File: src/rtl/jtframe_vtimer_prog.sv
// Runtime-programmable video timing generator.
// H/V counters, blanking, sync, init strobes, render-ahead line and flip
// coordinates. Geometry lives in a CPU-writable shadow set that is copied to
// the active set atomically when the frame wraps.
module jtframe_vtimer_prog #(
  parameter int HW         = 9,
  parameter int VW         = 9,
  parameter int HCNT_START = 0,
  parameter int HCNT_END   = 383,
  parameter int HB_START   = 256,
  parameter int HB_END     = 16,
  parameter int HS_START   = 304,
  parameter int HS_END     = 336,
  parameter int VCNT_START = 0,
  parameter int VCNT_END   = 263,
  parameter int VB_START   = 240,
  parameter int VB_END     = 16,
  parameter int VS_START   = 248,
  parameter int VS_END     = 251
) (
  input  logic                             clk,
  input  logic                             rst_n,
  input  logic                             pxl_cen,
  input  logic                             flip,
  input  logic                             cfg_we,
  input  logic [3:0]                       cfg_sel,
  input  logic [((HW > VW) ? HW : VW)-1:0] cfg_data,
  output logic [HW-1:0]                    H,
  output logic [VW-1:0]                    vdump,
  output logic [VW-1:0]                    vrender,
  output logic [HW-1:0]                    hf,
  output logic [VW-1:0]                    vf,
  output logic                             Hinit,
  output logic                             Vinit,
  output logic                             LHBL,
  output logic                             LVBL,
  output logic                             HS,
  output logic                             VS,
  output logic [7:0]                       frame_cnt
);

  localparam int DW = (HW > VW) ? HW : VW;
  localparam int NREG = 12;

  // Register map shared by the shadow and active sets
  localparam int I_HCNT_START = 0;
  localparam int I_HCNT_END   = 1;
  localparam int I_HB_START   = 2;
  localparam int I_HB_END     = 3;
  localparam int I_HS_START   = 4;
  localparam int I_HS_END     = 5;
  localparam int I_VCNT_START = 6;
  localparam int I_VCNT_END   = 7;
  localparam int I_VB_START   = 8;
  localparam int I_VB_END     = 9;
  localparam int I_VS_START   = 10;
  localparam int I_VS_END     = 11;

  localparam logic [DW-1:0] P_INIT [NREG] = '{
    DW'(HCNT_START), DW'(HCNT_END), DW'(HB_START), DW'(HB_END),
    DW'(HS_START),   DW'(HS_END),   DW'(VCNT_START), DW'(VCNT_END),
    DW'(VB_START),   DW'(VB_END),   DW'(VS_START),   DW'(VS_END)
  };

  logic [DW-1:0] r_shadow [NREG];
  logic [DW-1:0] r_active [NREG];
  logic [DW-1:0] w_eff    [NREG];

  logic [HW-1:0] r_h;
  logic [VW-1:0] r_vdump;
  logic          r_lhbl;
  logic          r_lvbl;
  logic          r_hs;
  logic          r_vs;
  logic [7:0]    r_frame_cnt;

  logic          w_h_wrap;
  logic          w_v_wrap;
  logic          w_commit;
  logic [HW-1:0] w_h_next;
  logic [VW-1:0] w_v_next;
  logic          w_hinit;

  // Wrap at the programmed end, or at all-ones so a bad end<start setting
  // can never stall the counters.
  assign w_h_wrap = (r_h == r_active[I_HCNT_END][HW-1:0]) || (&r_h);
  assign w_v_wrap = (r_vdump == r_active[I_VCNT_END][VW-1:0]) || (&r_vdump);
  assign w_commit = w_h_wrap && w_v_wrap;

  // On the commit cycle the freshly committed geometry already decides the
  // first position of the new frame and the edge decodes that land on it.
  genvar gi;
  generate
    for (gi = 0; gi < NREG; gi++) begin : g_eff
      assign w_eff[gi] = w_commit ? r_shadow[gi] : r_active[gi];
    end
  endgenerate

  assign w_h_next = w_h_wrap ? w_eff[I_HCNT_START][HW-1:0] : r_h + HW'(1);
  assign w_v_next = !w_h_wrap ? r_vdump :
                    (w_v_wrap ? w_eff[I_VCNT_START][VW-1:0] : r_vdump + VW'(1));

  // Shadow writes ignore pxl_cen; commit copies the pre-write shadow values
  always_ff @(posedge clk or negedge rst_n) begin
    if (!rst_n) begin
      for (int k = 0; k < NREG; k++) begin
        r_shadow[k] <= P_INIT[k];
        r_active[k] <= P_INIT[k];
      end
    end else begin
      for (int k = 0; k < NREG; k++) begin
        if (pxl_cen && w_commit) r_active[k] <= r_shadow[k];
        if (cfg_we && cfg_sel == 4'(k)) r_shadow[k] <= cfg_data;
      end
    end
  end

  // Counters, blanking, sync and frame counter advance once per pixel
  always_ff @(posedge clk or negedge rst_n) begin
    if (!rst_n) begin
      r_h         <= HW'(HCNT_START);
      r_vdump     <= VW'(VCNT_START);
      r_lhbl      <= 1'b0;
      r_lvbl      <= 1'b0;
      r_hs        <= 1'b0;
      r_vs        <= 1'b0;
      r_frame_cnt <= 8'd0;
    end else if (pxl_cen) begin
      r_h     <= w_h_next;
      r_vdump <= w_v_next;
      if (w_h_next == w_eff[I_HB_START][HW-1:0]) r_lhbl <= 1'b0;
      else if (w_h_next == w_eff[I_HB_END][HW-1:0]) r_lhbl <= 1'b1;
      if (w_h_next == w_eff[I_HS_START][HW-1:0]) r_hs <= 1'b1;
      else if (w_h_next == w_eff[I_HS_END][HW-1:0]) r_hs <= 1'b0;
      if (w_h_wrap) begin
        if (w_v_next == w_eff[I_VB_START][VW-1:0]) r_lvbl <= 1'b0;
        else if (w_v_next == w_eff[I_VB_END][VW-1:0]) r_lvbl <= 1'b1;
      end
      // VS edges are aligned to the HS rising point of the sync lines
      if (w_h_next == w_eff[I_HS_START][HW-1:0]) begin
        if (w_v_next == w_eff[I_VS_START][VW-1:0]) r_vs <= 1'b1;
        else if (w_v_next == w_eff[I_VS_END][VW-1:0]) r_vs <= 1'b0;
      end
      if (w_commit) r_frame_cnt <= r_frame_cnt + 8'd1;
    end
  end

  assign w_hinit   = (r_h == r_active[I_HCNT_END][HW-1:0]);
  assign Hinit     = w_hinit;
  assign Vinit     = w_hinit && (r_vdump == r_active[I_VCNT_END][VW-1:0]);
  assign vrender   = w_v_wrap ? r_active[I_VCNT_START][VW-1:0] : r_vdump + VW'(1);
  assign H         = r_h;
  assign vdump     = r_vdump;
  assign hf        = r_h ^ {HW{flip}};
  assign vf        = r_vdump ^ {VW{flip}};
  assign LHBL      = r_lhbl;
  assign LVBL      = r_lvbl;
  assign HS        = r_hs;
  assign VS        = r_vs;
  assign frame_cnt = r_frame_cnt;

endmodule

File: config.mk
export PLATFORM = sky130hd
export DESIGN_NAME = jtframe_vtimer_prog
export DESIGN_NICKNAME = d
export VERILOG_FILES = /design/src/rtl/jtframe_vtimer_prog.sv
export SDC_FILE = /design/constraint.sdc
export NUM_CORES = 1
export LEC_CHECK = 0
export ABC_AREA = 1
export BUFFER_PORTS_ARGS = -buffer_cell sky130_fd_sc_hd__buf_4
export CAP_MARGIN = 30
export CORE_MARGIN = 1.5
export CORE_UTILIZATION = 47
export DETAILED_ROUTE_END_ITERATION = 8
export MAX_ROUTING_LAYER = met4
export SYNTH_ARGS = -nofsm -noshare
export SYNTH_HDL_FRONTEND = slang
export SYNTH_SLANG_ARGS = --single-unit
export TNS_END_PERCENT = 100
File: constraint.sdc
create_clock -name clk -period 6.47 [get_ports clk]
set_clock_uncertainty 0.15 [all_clocks]
set_input_delay 1.294 -clock clk [delete_from_list [all_inputs] [get_ports clk]]
set_output_delay 1.294 -clock clk [all_outputs]
set_load 0.02 [all_outputs]
==> results.yml <==
final_layout:
  final_nets: 1650
  drive_gt1_share_pct: 13.9
  fin_util_pct: 54.2
  area_delta_synth_final_pct: 13.0
  finalNonFillerCells: 1985
global_routing:
  grt_max_degree: 133
  antenna_found_initial: 2
  grt_overflow: 0
  grt_pass1_wl_mm: 55.0
  first_global_vias: 9839
  track_usage_pct: 25.9
floorplan:
  die-height_um: 166
  coreArea_mm2: 0.0261
  design.portCount: 77
  die_area_mm2: 0.0276
  fp.dieW_um: 166
  initial_core_util_pct: 48.0
  num_rows: 59
worst_setup_path:
  cp_max_fo: 100
  r2r-end: "VS$_DFFE_PN0P_"
  slowest_delay_ps: 850
  r2r-start: "vdump[0]$_DFFE_PN0P_"
  cp_slowest_cell: "inv_4"
  cp_data_arrival_time_ps: 5180
  crit_required_ps: 6750
  reg2reg_slack_ps: 1570
  end_kind: "flip-flop"
  crit_path_cell_trace: "ha_1, nand3_1, nor2_1, nand2_1, nor3_1, ha_1, inv_1, nand2_2, nand2_4, inv_4, nand2_1, o21ai_0, inv_1, nand2_1, nand2_1, nor2_1, nand2_1, nor2_1, nand2_1, nand2_1, nand2_1"
  startpoint_type: "flip-flop"
  crit_type: "flip-flop to flip-flop"
  cp_common_cell: "nand2_1"
  r2r_cells: 21
cts:
  cts_hold_buf: 0
  htree_num_levels: 1
  clockRootBuffer: "clkbuf_16"
  cts_tree: "yes"
  worstSkewPairLatency_ps: 550
  numCtsBuffers: 28
  cts.repair.resized: 0
  max-clock-path-buffers: 3
  cts_sinks: 246
  clkTransAtPathRegs_ps: 60
  post-cts-setup-buffer-count: 0
sta:
  hold_violations: 0
  finalCritPeriodShare_pct: 75.7
  tightest_slew_ps: 967
  tns_ps: 0
  min_period_ps: 4900
  slew_viol_final: 0
  relSlewSlack_pct: 35.6
  finalSetupViolCount: 0
  rsz0062_at_grt: "false"
  fmax_mhz: 204
worst_hold_path:
  min_to: "r_active[94]$_DFFE_PN1P_"
  hold_depth: 2
  min_from: "r_shadow[94]$_DFFE_PN1P_"
  hold_class: "flip-flop to flip-flop"
pwr:
  p_leak_nw: 6.91
  powerDensity_mw_per_mm2: 362
  ir_drop_mv: 0.261
placement:
  placed_cells: 1932
  port_buffers: 76
  place_congestion: 0.875
  hpwlAfterDp_mm: 22.3
job:
  drv_cap: 0
logic_synthesis:
  syn_area_per_cell_um2: 7.86
  synth_ff_type: "dfrtp_1"
  netlist-cell-type-count: 39
  synth_seq_cells: 246
  postSynthCellCount: 1592
  synthArstFlopShare_pct: 100
  synth_edf_count: 0
  yosysSeqAreaShare_pct: 49.9
  synth_top_cell_area_share_pct: 34.4
  yosys-top-cells-count: "nand2_1 (494), o21ai_0 (210), dfrtp_1 (172), inv_1 (172), nor2_1 (88)"
  yosys.area.top_type: "dfrtp_1"
  synth.area.top_cells: "dfrtp_1 (34%), dfstp_2 (16%), nand2_1 (15%), o21ai_0 (8.4%), inv_1 (5.2%)"
  synth_fp_nets: 1615
  synth.most_common_cell: "nand2_1"
  syn_area_mm2: 0.0125
  ys_warn_count: 0
drt:
  vias_per_cell: 5.20
  routedWlPerCell_um: 17.3
  vias: 10300
  routed_wl_mm: 34.4
  route.detailed.drc: 0
  drt-pass1-iter-count: 6
  drtIter0Drc: 674
  final_antenna_net_count: 0
status:
  outcome: "completed"
==> critical path: cells and delay by family, from the launching register on <==
kind,cells,cell delay [ps]
AO/OA/AOI/OAI,1,160
buffers and inverters,3,1050
flip-flops,1,490
AND/OR/NAND/NOR,15,2420
adder cells (fa/ha/maj),2,430
==> cell type report <==
cell class | instances | area [µm²]
Timing Repair Buffer | 84 | 667
Clock inverter | 11 | 110
Clock buffer | 41 | 821
Multi-Input combinational cell | 1090 | 5200
Sequential cell | 246 | 6250
Tap cell | 335 | 419
Antenna cell | 1 | 2.50
Inverter | 177 | 667
Fill cell | 2505 | 11900
==> per-layer routing <==
metal	vias up	wire length [µm]	track usage, %	part of all wire [%]
li1	5159	-	-	-
met1	4835	15600	34.4	45
met2	252	16100	41.4	47
met3	75	1640	3.57	4.8
met4	0	1050	7.95	3.0
met5	-	0	-	0
==> registers in the layout, indices dropped and copies added (netlist names) <==
| name | flops |
|---|---|
| HS | 1 |
| VS | 1 |
| r_shadow | 108 |
| vdump | 9 |
| LHBL | 1 |
| H | 9 |
| LVBL | 1 |
| frame_cnt | 8 |
| r_active | 108 |
==> through the flow <==
stage | setup WS [ps] | total power (W) | instance area [µm²] | hold WS [ps]
2_1_floorplan | 2500 | 0.00299 | 12500 | 297
3_3_place_gp | 1820 | 0.00353 | 13200 | 304
3_5_place_dp | 1600 | 0.00355 | 13200 | 307
4_1_cts | 1570 | 0.00515 | 14100 | 316
5_1_grt | 1060 | 0.00540 | 14100 | 336
6_report | 1570 | 0.00512 | 14100 | 316
==> cell usage in the layout, fill, tap and decap left out, types with 3 or more instances in the layout <==
cell / instances
clkbuf_16: 29
inv_2: 4
nand2_2: 6
ha_1: 5
nor2_2: 5
o21ai_1: 17
buf_4: 80
inv_1: 172
dfstp_2: 74
clkbuf_8: 5
nand2_4: 3
nand3b_1: 11
nand2_1: 494
a21oi_1: 21
xor2_1: 38
clkinv_2: 7
dfrtp_1: 172
nor3_1: 4
o21a_1: 5
clkbuf_1: 7
o22ai_1: 59
o21ai_0: 210
nand4_1: 10
xnor2_1: 24
nor2_1: 87
nand3_1: 76
==> cells by family (layout without fill, tap and decap cells) <==
family	after synthesis	count (layout)	share of synthesized area [%]
xor+xnor	62	62	4.34
compound gates	316	316	13.4
buf+inv	256	313	8.54
simple gates	707	707	23.2
flops	246	246	49.9
fa+ha+maj	5	5	0.500
other cells	0	1	0
==> where the power goes <==
group          leakage [nW]  internal, W  switching (W)
clock network         0.458     0.000955       0.000640
registers              2.81      0.00181       0.000225
logic                  3.65     0.000553       0.000931
==> worst max path at each step <==
stage                               startpoint              to  slack, ps  cells after the start
after detailed placement  vdump[0]$_DFFE_PN0P_  VS$_DFFE_PN0P_       1600                     21
after CTS                 vdump[0]$_DFFE_PN0P_  VS$_DFFE_PN0P_       1570                     21
after floorplan                           flip           hf[0]       2500                      3
after global routing      vdump[0]$_DFFE_PN0P_  VS$_DFFE_PN0P_       1060                     21
final                     vdump[0]$_DFFE_PN0P_  VS$_DFFE_PN0P_       1570                     21
after global placement    vdump[1]$_DFFE_PN0P_  VS$_DFFE_PN0P_       1820                     21
Power figures use the tool's default switching activity.
